[config.mk]
export PLATFORM = sky130hd
export DESIGN_NAME = sp_bank_param
export DESIGN_NICKNAME = d
export VERILOG_FILES = /design/src/rtl/sp_types_pkg.sv /design/src/rtl/socetlib_fifo.sv /design/src/rtl/sp_row_tracker.sv /design/src/rtl/sp_bank_param.sv
export SDC_FILE = /design/constraint.sdc
export NUM_CORES = 2
export LEC_CHECK = 0
export CORE_MARGIN = 1
export CORE_UTILIZATION = 40
export CTS_BUF_LIST = sky130_fd_sc_hd__clkbuf_2 sky130_fd_sc_hd__clkbuf_4 sky130_fd_sc_hd__clkbuf_8
export DETAILED_ROUTE_END_ITERATION = 8
export DONT_BUFFER_PORTS = 1
export PLACE_DENSITY_LB_ADDON = 0.2
export SLEW_MARGIN = 20
export SYNTH_ARGS = -nofsm -noshare
export SYNTH_HDL_FRONTEND = slang
export SYNTH_SLANG_ARGS = --single-unit
[constraint.sdc]
create_clock -name CLK -period 8.2 [get_ports CLK]
set_clock_uncertainty 0.05 [all_clocks]
set_input_delay 2.46 -clock CLK [delete_from_list [all_inputs] [get_ports CLK]]
set_output_delay 2.46 -clock CLK [all_outputs]
set_load 0.05 [all_outputs]
[src/rtl/sp_types_pkg.sv]
// sp_types_pkg: default sizes, payload structs and a saturating-increment helper
// for the scratchpad bank. Items:
//   SP_* localparams  default geometry used as the bank's parameter defaults
//   sp_wr_req_t       write request at default widths
//   sp_rd_req_t       read request at default widths
//   dramFIFO_t        DRAM writeback entry {addr, mat, row, data}
//   gemmFIFO_t        GEMM operand entry {matt, mat, row, data}
//   sat_inc           32-bit increment that sticks at all-ones
package sp_types_pkg;
    localparam int SP_NUM_MATS = 4;
    localparam int SP_ROWS     = 4;
    localparam int SP_ROW_W    = 64;
    localparam int SP_ADDR_W   = 32;
    localparam int SP_MATT_W   = 2;
    localparam int SP_MS_W     = $clog2(SP_NUM_MATS);
    localparam int SP_RS_W     = $clog2(SP_ROWS);

    typedef struct packed {
        logic                gemm;
        logic [SP_MS_W-1:0]  mat;
        logic [SP_RS_W-1:0]  row;
        logic [SP_ROW_W-1:0] data;
    } sp_wr_req_t;

    typedef struct packed {
        logic [SP_MATT_W-1:0] matt;
        logic [SP_ADDR_W-1:0] addr;
        logic [SP_MS_W-1:0]   mat;
        logic [SP_RS_W-1:0]   row;
    } sp_rd_req_t;

    typedef struct packed {
        logic [SP_ADDR_W-1:0] addr;
        logic [SP_MS_W-1:0]   mat;
        logic [SP_RS_W-1:0]   row;
        logic [SP_ROW_W-1:0]  data;
    } dramFIFO_t;

    typedef struct packed {
        logic [SP_MATT_W-1:0] matt;
        logic [SP_MS_W-1:0]   mat;
        logic [SP_RS_W-1:0]   row;
        logic [SP_ROW_W-1:0]  data;
    } gemmFIFO_t;

    function automatic logic [31:0] sat_inc(input logic [31:0] v, input logic en);
        return (en && v != '1) ? v + 32'd1 : v;
    endfunction
endpackage

[src/rtl/socetlib_fifo.sv]
// socetlib_fifo: synchronous FIFO, head visible on rdata one cycle after push.
// Ports:
//   CLK, nRST     clock, asynchronous active-low reset (empties the FIFO)
//   wen, wdata    push request and data (ignored when full)
//   ren           pop request (ignored when empty)
//   full, empty   occupancy flags
//   rdata         current head entry (don't-care when empty)
// DEPTH must be a power of two so the pointers wrap naturally.
module socetlib_fifo #(
    parameter int WIDTH = 8,
    parameter int DEPTH = 4
) (
    input  logic             CLK,
    input  logic             nRST,
    input  logic             wen,
    input  logic             ren,
    input  logic [WIDTH-1:0] wdata,
    output logic             full,
    output logic             empty,
    output logic [WIDTH-1:0] rdata
);
    localparam int PW = $clog2(DEPTH);
    logic [WIDTH-1:0] mem_q [DEPTH];
    logic [PW-1:0] wptr_q, wptr_d, rptr_q, rptr_d;
    logic [PW:0] cnt_q, cnt_d;
    logic push, pop;
    assign full  = cnt_q == (PW+1)'(DEPTH);
    assign empty = cnt_q == '0;
    assign push  = wen & ~full;
    assign pop   = ren & ~empty;
    assign rdata = mem_q[rptr_q];
    always_comb begin
        wptr_d = push ? wptr_q + PW'(1) : wptr_q;
        rptr_d = pop ? rptr_q + PW'(1) : rptr_q;
        cnt_d  = cnt_q + (PW+1)'(push) - (PW+1)'(pop);
    end
    always_ff @(posedge CLK or negedge nRST) begin
        if (!nRST) begin
            wptr_q <= '0;
            rptr_q <= '0;
            cnt_q  <= '0;
        end else begin
            wptr_q <= wptr_d;
            rptr_q <= rptr_d;
            cnt_q  <= cnt_d;
        end
    end
    always_ff @(posedge CLK) begin
        if (push) mem_q[wptr_q] <= wdata;
    end
endmodule

[src/rtl/sp_row_tracker.sv]
// sp_row_tracker: per-matrix row-written masks, sticky mat_full and completion pulses.
// Ports:
//   CLK, nRST                        clock, asynchronous active-low reset
//   wr_valid, wr_mat, wr_row, wr_gemm  observed write
//   mat_clr                          per-matrix clear of mask and mat_full
//   load_done, gemm_done, done_mat   one-cycle completion pulse and its matrix
//   mat_full                         sticky per-matrix all-rows-written flag
module sp_row_tracker #(
    parameter int NUM_MATS = 4,
    parameter int ROWS     = 4,
    localparam int MS_W = $clog2(NUM_MATS),
    localparam int RS_W = $clog2(ROWS)
) (
    input  logic                CLK,
    input  logic                nRST,
    input  logic                wr_valid,
    input  logic [MS_W-1:0]     wr_mat,
    input  logic [RS_W-1:0]     wr_row,
    input  logic                wr_gemm,
    input  logic [NUM_MATS-1:0] mat_clr,
    output logic                load_done,
    output logic                gemm_done,
    output logic [MS_W-1:0]     done_mat,
    output logic [NUM_MATS-1:0] mat_full
);
    logic [ROWS-1:0] mask_q [NUM_MATS];
    logic [ROWS-1:0] mask_d [NUM_MATS];
    logic [NUM_MATS-1:0] full_q, full_d;
    logic load_done_q, load_done_d, gemm_done_q, gemm_done_d;
    logic [MS_W-1:0] done_mat_q, done_mat_d;
    logic complete;
    // Clears land before the write so a same-cycle write to a cleared matrix
    // starts a fresh mask. A completing write resets its mask directly, so the
    // all-ones state is never held.
    always_comb begin
        mask_d = mask_q;
        full_d = full_q;
        complete = 1'b0;
        for (int m = 0; m < NUM_MATS; m++) begin
            if (mat_clr[m]) begin
                mask_d[m] = '0;
                full_d[m] = 1'b0;
            end
        end
        if (wr_valid) begin
            mask_d[wr_mat][wr_row] = 1'b1;
            complete = &mask_d[wr_mat];
            if (complete) begin
                mask_d[wr_mat] = '0;
                full_d[wr_mat] = 1'b1;
            end
        end
        load_done_d = complete & ~wr_gemm;
        gemm_done_d = complete & wr_gemm;
        done_mat_d  = complete ? wr_mat : done_mat_q;
    end
    always_ff @(posedge CLK or negedge nRST) begin
        if (!nRST) begin
            mask_q      <= '{default: '0};
            full_q      <= '0;
            load_done_q <= 1'b0;
            gemm_done_q <= 1'b0;
            done_mat_q  <= '0;
        end else begin
            mask_q      <= mask_d;
            full_q      <= full_d;
            load_done_q <= load_done_d;
            gemm_done_q <= gemm_done_d;
            done_mat_q  <= done_mat_d;
        end
    end
    assign load_done = load_done_q;
    assign gemm_done = gemm_done_q;
    assign done_mat  = done_mat_q;
    assign mat_full  = full_q;
endmodule

[src/rtl/sp_bank_param.sv]
// sp_bank_param: parametrised scratchpad bank with DRAM-writeback and GEMM-operand
// read queues, row-completion tracking and same-cycle write-to-read forwarding.
// Ports:
//   CLK, nRST                         clock, asynchronous active-low reset
//   wr_*                              row write (always accepted)
//   rd_valid/rd_ready, rd_*           read request; rd_matt==0 -> DRAM queue
//   dram_ren/empty/rdata              DRAM queue pop side {addr, mat, row, data}
//   gemm_ren/empty/rdata              GEMM queue pop side {matt, mat, row, data}
//   load_done, gemm_done, done_mat    matrix-complete pulse
//   mat_full, mat_clr                 sticky complete flags and their clear
//   perf_*                            counters, present only with SP_BANK_PERF_EN
module sp_bank_param
    import sp_types_pkg::*;
#(
    parameter int NUM_MATS   = SP_NUM_MATS,
    parameter int ROWS       = SP_ROWS,
    parameter int ROW_W      = SP_ROW_W,
    parameter int ADDR_W     = SP_ADDR_W,
    parameter int MATT_W     = SP_MATT_W,
    parameter int DRAM_DEPTH = 4,
    parameter int GEMM_DEPTH = 8,
    localparam int MS_W   = $clog2(NUM_MATS),
    localparam int RS_W   = $clog2(ROWS),
    localparam int DRAM_W = ADDR_W + MS_W + RS_W + ROW_W,
    localparam int GEMM_W = MATT_W + MS_W + RS_W + ROW_W
) (
    input  logic                CLK,
    input  logic                nRST,
    input  logic                wr_valid,
    input  logic [MS_W-1:0]     wr_mat,
    input  logic [RS_W-1:0]     wr_row,
    input  logic [ROW_W-1:0]    wr_data,
    input  logic                wr_gemm,
    input  logic                rd_valid,
    output logic                rd_ready,
    input  logic [MS_W-1:0]     rd_mat,
    input  logic [RS_W-1:0]     rd_row,
    input  logic [MATT_W-1:0]   rd_matt,
    input  logic [ADDR_W-1:0]   rd_addr,
    input  logic                dram_ren,
    output logic                dram_empty,
    output logic [DRAM_W-1:0]   dram_rdata,
    input  logic                gemm_ren,
    output logic                gemm_empty,
    output logic [GEMM_W-1:0]   gemm_rdata,
    output logic                load_done,
    output logic                gemm_done,
    output logic [MS_W-1:0]     done_mat,
    output logic [NUM_MATS-1:0] mat_full,
`ifdef SP_BANK_PERF_EN
    output logic [31:0]         perf_rd_stall,
    output logic [31:0]         perf_dram_rd,
    output logic [31:0]         perf_gemm_rd,
    output logic [31:0]         perf_fwd,
`endif
    input  logic [NUM_MATS-1:0] mat_clr
);
    logic [ROW_W-1:0] mem_q [NUM_MATS][ROWS];
    logic [ROW_W-1:0] mem_d [NUM_MATS][ROWS];
    logic [ROW_W-1:0] rd_data;
    logic rd_dram, fwd, dram_full, gemm_full, dram_wen, gemm_wen;
    always_comb begin
        mem_d = mem_q;
        if (wr_valid) mem_d[wr_mat][wr_row] = wr_data;
    end
    always_ff @(posedge CLK or negedge nRST) begin
        if (!nRST) begin
            for (int m = 0; m < NUM_MATS; m++)
                for (int r = 0; r < ROWS; r++)
                    mem_q[m][r] <= '0;
        end else begin
            mem_q <= mem_d;
        end
    end
    // A read colliding with a write to the same row takes the incoming data.
    assign fwd      = wr_valid && (wr_mat == rd_mat) && (wr_row == rd_row);
    assign rd_data  = fwd ? wr_data : mem_q[rd_mat][rd_row];
    assign rd_dram  = rd_matt == '0;
    // Uses the current full flag, so a pop in the same cycle does not free a slot.
    assign rd_ready = nRST & rd_valid & ~(rd_dram ? dram_full : gemm_full);
    assign dram_wen = rd_ready & rd_dram;
    assign gemm_wen = rd_ready & ~rd_dram;

    socetlib_fifo #(.WIDTH(DRAM_W), .DEPTH(DRAM_DEPTH)) u_dram_fifo (
        .CLK   (CLK),
        .nRST  (nRST),
        .wen   (dram_wen),
        .ren   (dram_ren),
        .wdata ({rd_addr, rd_mat, rd_row, rd_data}),
        .full  (dram_full),
        .empty (dram_empty),
        .rdata (dram_rdata)
    );

    socetlib_fifo #(.WIDTH(GEMM_W), .DEPTH(GEMM_DEPTH)) u_gemm_fifo (
        .CLK   (CLK),
        .nRST  (nRST),
        .wen   (gemm_wen),
        .ren   (gemm_ren),
        .wdata ({rd_matt, rd_mat, rd_row, rd_data}),
        .full  (gemm_full),
        .empty (gemm_empty),
        .rdata (gemm_rdata)
    );

    sp_row_tracker #(.NUM_MATS(NUM_MATS), .ROWS(ROWS)) u_tracker (
        .CLK       (CLK),
        .nRST      (nRST),
        .wr_valid  (wr_valid),
        .wr_mat    (wr_mat),
        .wr_row    (wr_row),
        .wr_gemm   (wr_gemm),
        .mat_clr   (mat_clr),
        .load_done (load_done),
        .gemm_done (gemm_done),
        .done_mat  (done_mat),
        .mat_full  (mat_full)
    );

`ifdef SP_BANK_PERF_EN
    logic [31:0] perf_rd_stall_q, perf_rd_stall_d, perf_dram_rd_q, perf_dram_rd_d;
    logic [31:0] perf_gemm_rd_q, perf_gemm_rd_d, perf_fwd_q, perf_fwd_d;
    always_comb begin
        perf_rd_stall_d = sat_inc(perf_rd_stall_q, rd_valid & ~rd_ready);
        perf_dram_rd_d  = sat_inc(perf_dram_rd_q, dram_wen);
        perf_gemm_rd_d  = sat_inc(perf_gemm_rd_q, gemm_wen);
        perf_fwd_d      = sat_inc(perf_fwd_q, rd_ready & fwd);
    end
    always_ff @(posedge CLK or negedge nRST) begin
        if (!nRST) begin
            perf_rd_stall_q <= '0;
            perf_dram_rd_q  <= '0;
            perf_gemm_rd_q  <= '0;
            perf_fwd_q      <= '0;
        end else begin
            perf_rd_stall_q <= perf_rd_stall_d;
            perf_dram_rd_q  <= perf_dram_rd_d;
            perf_gemm_rd_q  <= perf_gemm_rd_d;
            perf_fwd_q      <= perf_fwd_d;
        end
    end
    assign perf_rd_stall = perf_rd_stall_q;
    assign perf_dram_rd  = perf_dram_rd_q;
    assign perf_gemm_rd  = perf_gemm_rd_q;
    assign perf_fwd      = perf_fwd_q;
`endif
endmodule

* After elaboration in Yosys (flattened, before gate mapping)
Memory sizes are Yosys's and may differ from the RTL's. Cells that the tools add are included.
Word-level totals: word-level logic and storage cells 130, output and inout port bits 181, input bits 117, register bits 1065, bits in writable memories 960, memories 2
Operators by class: mux-type cells 41, add/sub/neg operators 8, $lt $le $gt $ge 10, bitwise gates (word level) 25, equality and inequality tests 4, reduce and logical (&&, ||, !) cells 10
Memories:
- u_gemm_fifo.mem_q | words 8, bits a word 70, rd ports 1, clocked after Yosys merged registers in 0, wr ports 1, RTL line socetlib_fifo.sv:23 | logic [WIDTH-1:0] mem_q [DEPTH];
- u_dram_fifo.mem_q | words 4, bits a word 100, rd ports 1, clocked after Yosys merged registers in 0, wr ports 1, RTL line socetlib_fifo.sv:23
Operators by type and width (count):
- 1024-bit bitwise mux | 1
- 256-bit 2-to-1 mux | 3
- 256-bit binary-select mux with 2-bit select | 1
- 256-bit demux with 2-bit select | 1
- 64-bit 2-to-1 mux | 4
- 64-bit binary-select mux with 2-bit select | 1
- 64-bit demux with 2-bit select | 1
- 4-bit 2-to-1 mux | 10
- 16-bit 2-to-1 mux | 2
- 16-bit AND | 1
- 4-bit demux with 2-bit select | 2
- 16-bit inverter | 1
- 16-bit bitwise OR | 1
- 3-bit greater-or-equal comparator, second input constant | 4
- 1-bit 2-to-1 mux | 12
- 2-bit inverter with 3-bit output | 4
- 1-bit AND | 10
- 4-bit binary-select mux with 2-bit select | 1
- 1-bit inverter | 7
- 3-bit by 1-bit adder with 3-bit output, second input constant | 2
- 1-bit logical AND | 6
- 2-bit by 3-bit less-than comparator with 1-bit output, second input constant | 2
- 3-bit by 1-bit less-than comparator with 1-bit output, second input constant | 2
- 2-bit by 1-bit adder with 2-bit output, second input constant | 2
- 14 further kinds | 17

* Longest topological paths before layout
depth after elaboration 13, depth in mapped cells 10, mapped depth without buffers 10

* By module
A second synthesis with hierarchy kept.
Unflattened totals: cells, all modules 4410, area, all modules 84093.2 µm²
By module, submodules not included:
- sp_bank_param | sequential area each 25624.6 µm², instances 1, area each 46363.2 µm², cells each 2857
- socetlib_fifo (u_gemm_fifo) | sequential area each 17066.4 µm², instances 1, area each 21589.5 µm², cells each 867
- socetlib_fifo (u_dram_fifo) | sequential area each 12186.7 µm², instances 1, area each 14896.8 µm², cells each 563
- sp_row_tracker | sequential area each 600.6 µm², instances 1, area each 1243.7 µm², cells each 123

* Worst setup path after synthesis
Ideal clock, no wire load.
kind input-to-reg, from input port rd_matt[1], to memory u_gemm_fifo.mem_q[3][0] (netlist name) (enable), arrival time 8489 ps, data required time 7551 ps, library setup time 599 ps, path slack -937 ps, buffers on the path 0, cell stages on the path 4, cell sequence nor2_1 a211oi_1 nand2_1 nor3b_1
Between the ends: cells in the longest elaborated chain, start to end 8
Ends and longest elaborated chain:
- from (decl) | RTL line sp_bank_param.sv:38 | input logic [MATT_W-1:0] rd_matt,
- 2-bit logical NOT * | RTL line sp_bank_param.sv:78 | assign rd_dram = rd_matt == '0;
- 1-bit 2-to-1 mux | RTL line sp_bank_param.sv:80 | assign rd_ready = nRST & rd_valid & ~(rd_dram ? dram_full : gemm_full);
- 1-bit inverter | RTL line sp_bank_param.sv:80
- 1-bit AND | RTL line sp_bank_param.sv:80
- 1-bit AND * | RTL line sp_bank_param.sv:82 | assign gemm_wen = rd_ready & ~rd_dram;
- 1-bit AND * | RTL line socetlib_fifo.sv:29 | assign push = wen & ~full;
- named net u_gemm_fifo.push | RTL line socetlib_fifo.sv:26 | logic push, pop;
- 1-bit 2-to-1 mux * | RTL line socetlib_fifo.sv:49 | if (push) mem_q[wptr_q] <= wdata;
- 1-bit 2-to-1 mux (implied by the code) * | RTL line socetlib_fifo.sv:49
- to (decl) | RTL line socetlib_fifo.sv:23
Mark *: on every way through the listed nets, which the timed path passes. The rest lies on a longest branch.

* Worst setup path in the final report
from input port nRST, to output port rd_ready
Between the ends: cells in the longest elaborated chain, start to end 2
Ends and longest elaborated chain:
- from (decl) | RTL line sp_bank_param.sv:28 | input logic nRST,
- 1-bit AND (2 in a row) | RTL line sp_bank_param.sv:80
- to (decl) | RTL line sp_bank_param.sv:35 | output logic rd_ready,
Every way passes these cells.

==> results.toml <==
[global_routing]
antenna_found_initial = 8
grt_pass1_wl_um = 298000
grt_pass1_vias = 43900
grt_max_degree = 270
overflow = 0
track_usage_pct = 19.2

[critical_path]
r2r-end = "u_dram_fifo.cnt_q[2]$_DFF_PN0_"
cp-start-kind = "primary input"
crit_path_max_incr_delay_ps = 470
slowest_stage = "buf_16"
critPathMaxFanout = 119
worstSetupEndpoint = "rd_ready"
worstSetupStartpoint = "nRST"
cp.arrival_ps = 5160
reg2reg_slack_ps = 5330
critical_path.most_common_cell = "buf_16"
path_cells = "buf_16 > buf_16 > buf_16 > buf_16 > nand2_1 > a211oi_2 > buf_4"
rr_worst_depth = 9
end_kind = "output pin"
cp.required_ps = 5690
crit_type = "primary input to output pin"
r2r-start = "u_dram_fifo.cnt_q[2]$_DFF_PN0_"

[sta]
hold_viol = 0
fmax_mhz = 130
fin_ws_ps = 526
worst_slew_pin_slew_ps = 1510
setup_viol_count_final = 0
rsz0062_at_grt = "false"
post-route-period-util_pct = 93.6
setup_tns_ps = 0
layout_min_cycle_time_ps = 7670
whs_ps = 449
max-slew-margin-rel_pct = -0.601
drv_slew = 10

[power]
p_leak_nw = 35.2
pwr-share-comb_pct = 25.6
power_density_nw_per_um2 = 323
pwr-share-seq_pct = 44.1
switchingPower_w = 0.00955
intPower_w = 0.0209
pwr-share-clk_pct = 30.3
switching_share_pct = 31.4
p_total_w = 0.0304
irDropWorstVdd_mv = 0.204

[cts]
clockBufferDepth = 4
cts_tree = "done"
cts_buffers = 359
hold_buffers = 0
clk_pin_slew_worst_paths_ps = 50
clock-sinks = 2025
cts_resized = 0
cts_root_buffer = "clkbuf_8"
post_cts_buffers = 0
clkLatencyLatePin_ps = 1040
htree_levels = 5

[synth]
synth_area_leaders = "edfxtp_1 34%, dfrtp_1 32%, mux2_2 16%"
ys.flop_type = "dfrtp_1"
syn-cell-area_um2 = 83800
synthesis.nets = 4392
synthAdderAreaFrac_pct = 0.257
synthArstFlopShare_pct = 52.6
yosysTopAreaCellShare_pct = 34.4
synthCells = 4259
synth_xor_area_share_pct = 0.157
ys_seq_elements = 2025
synth_most_common_cell = "mux2_2"
ys_seq_area_share_pct = 66.2
yosys-top-cells-count = "1162 x mux2_2, 1065 x dfrtp_1, 960 x edfxtp_1, 560 x mux4_2, 158 x clkbuf_1"
synth_simple_gate_area_share_pct = 0.539
synth_top_family_by_area = "multiplexers"
synth_top_area_cell = "edfxtp_1"
yosysWarnings = 0
synth_compound_area_share_pct = 0.351
synth_edf_count = 960
ys_types = 35
postSynthAreaPerCell_um2 = 19.7
muxShareOfSynthArea_pct = 30.6

[status]
outcome = "finished, violations left"
violations = "max-slew violations"

[layout]
drive_gt1_share_pct = 52.1
fin_nets = 4501
fill_cells = 17900
syn_to_final_growth_pct = 12.3
instances_no_fill = 7420

[floorplanning]
die_x_um = 460
initial_utilization_pct = 40.4
io_pins = 298
core_um2 = 208000
die_y_um = 460
rows = 167
die_area_um2 = 211000

[run]
max_cap_viol_count = 0

[route]
drtIter0Drc = 2666
wl_per_cell_um = 27.0
via_per_inst = 5.45
vias = 40500
wl_um = 200000
drc = 0
ant_nets = 0
first_pass_iters = 5

[hold_path]
hold_depth = 1
min_path_type = "register to register"

[placed_design]
dp.cells = 6791
place_ws_ps = 88.1
gp_congestion = 0.719
dpl.hpwl_um = 108000
port_buffers = 0
state kept, by name (all words and copies together), names as in the netlist:
signal,cells
u_tracker.mask_q,16
u_dram_fifo.mem_q,400
u_dram_fifo.wptr_q,2
u_dram_fifo.rptr_q,2
u_gemm_fifo.cnt_q,4
u_gemm_fifo.wptr_q,3
u_gemm_fifo.rptr_q,3
u_gemm_fifo.mem_q,560
u_dram_fifo.cnt_q,3
mem_q,1024
u_tracker.gemm_done,1
u_tracker.load_done,1
u_tracker.done_mat,2
u_tracker.mat_full,4
power by group through the flow:
stage	sequential (W)	combinational (W)	clock, W
3_3_place_gp	0.0136	0.00774	0
4_1_cts	0.0134	0.00786	0.00952
5_1_grt	0.0136	0.00821	0.00996
3_5_place_dp	0.0136	0.00784	0
2_1_floorplan	0.0131	0.00652	0
6_report	0.0134	0.00778	0.00922
per-layer routing:
| metal | GRT usage (%) | vias up | wire (um) |
|---|---|---|---|
| met5 | 0 | - | 13 |
| met4 | 4.83 | 2 | 3370 |
| met3 | 5.25 | 287 | 13000 |
| met2 | 29.8 | 944 | 93400 |
| met1 | 26.6 | 22200 | 90700 |
| li1 | - | 17000 | - |
how the worst min path moves through the flow:
stage | from | end | slack (ps)
after CTS | mem_q[507]$_DFFE_PN0P_ | mem_q[507]$_DFFE_PN0P_ | 450
after floorplan | u_dram_fifo.cnt_q[2]$_DFF_PN0_ | u_dram_fifo.cnt_q[2]$_DFF_PN0_ | 410
after global placement | mem_q[218]$_DFFE_PN0P_ | mem_q[218]$_DFFE_PN0P_ | 430
final | mem_q[14]$_DFFE_PN0P_ | mem_q[14]$_DFFE_PN0P_ | 450
after detailed placement | mem_q[488]$_DFFE_PN0P_ | mem_q[488]$_DFFE_PN0P_ | 440
after global routing | mem_q[80]$_DFFE_PN0P_ | mem_q[80]$_DFFE_PN0P_ | 460
final cells by class:
cell class | count | area [um2] | area share [%]
repair buffers | 74 | 958 | 1.02
well taps | 2788 | 3490 | 3.71
inverters | 20 | 75.1 | 0.0798
clock buffers | 541 | 6620 | 7.03
clock inverters | 81 | 443 | 0.471
multi-input cells | 1888 | 27000 | 28.7
flip-flops and latches | 2025 | 55500 | 59.0
diodes | 3 | 7.51 | 0.00798
placed cells by master, fill, tap and decap left out, drive strengths merged, types with 3 or more instances in the layout:
cell type	instances
edfxtp	960
a22o	4
mux2	1162
diode	3
nand2b	9
nor3b	4
mux4	560
ha	14
inv	20
clkbuf	541
xnor2	8
clkinv	73
nor3	4
and2	8
nor2b	7
xor2	7
nand2	23
nor2	20
dfrtp	1065
o21ai	3
nand3	8
bufinv	3
clkinvlp	5
a21oi	22
a22oi	10
buf	74
metrics by stage:
stage          cell area, um2  util [%]
2_1_floorplan           83900         -
3_3_place_gp            86900      41.8
3_5_place_dp            86900      41.9
4_1_cts                 94000      45.3
5_1_grt                 94100      45.3
6_report                94100      45.3
cells by family after synthesis:
family / count (synthesis)
AOI/OAI and AO/OA: 47
xor gates and xnor gates: 15
adders and majority gates: 16
buffers and inverters: 346
DFF: 2025
muxes: 1722
and+or+nand+nor: 88
worst max-delay path, delay by kind of cell:
kind | cells | cell delay [ps]
buffers and inverters | 5 | 1940
AO/OA/AOI/OAI | 1 | 250
AND/OR/NAND/NOR | 1 | 210
(Power assumes the default switching activity.)
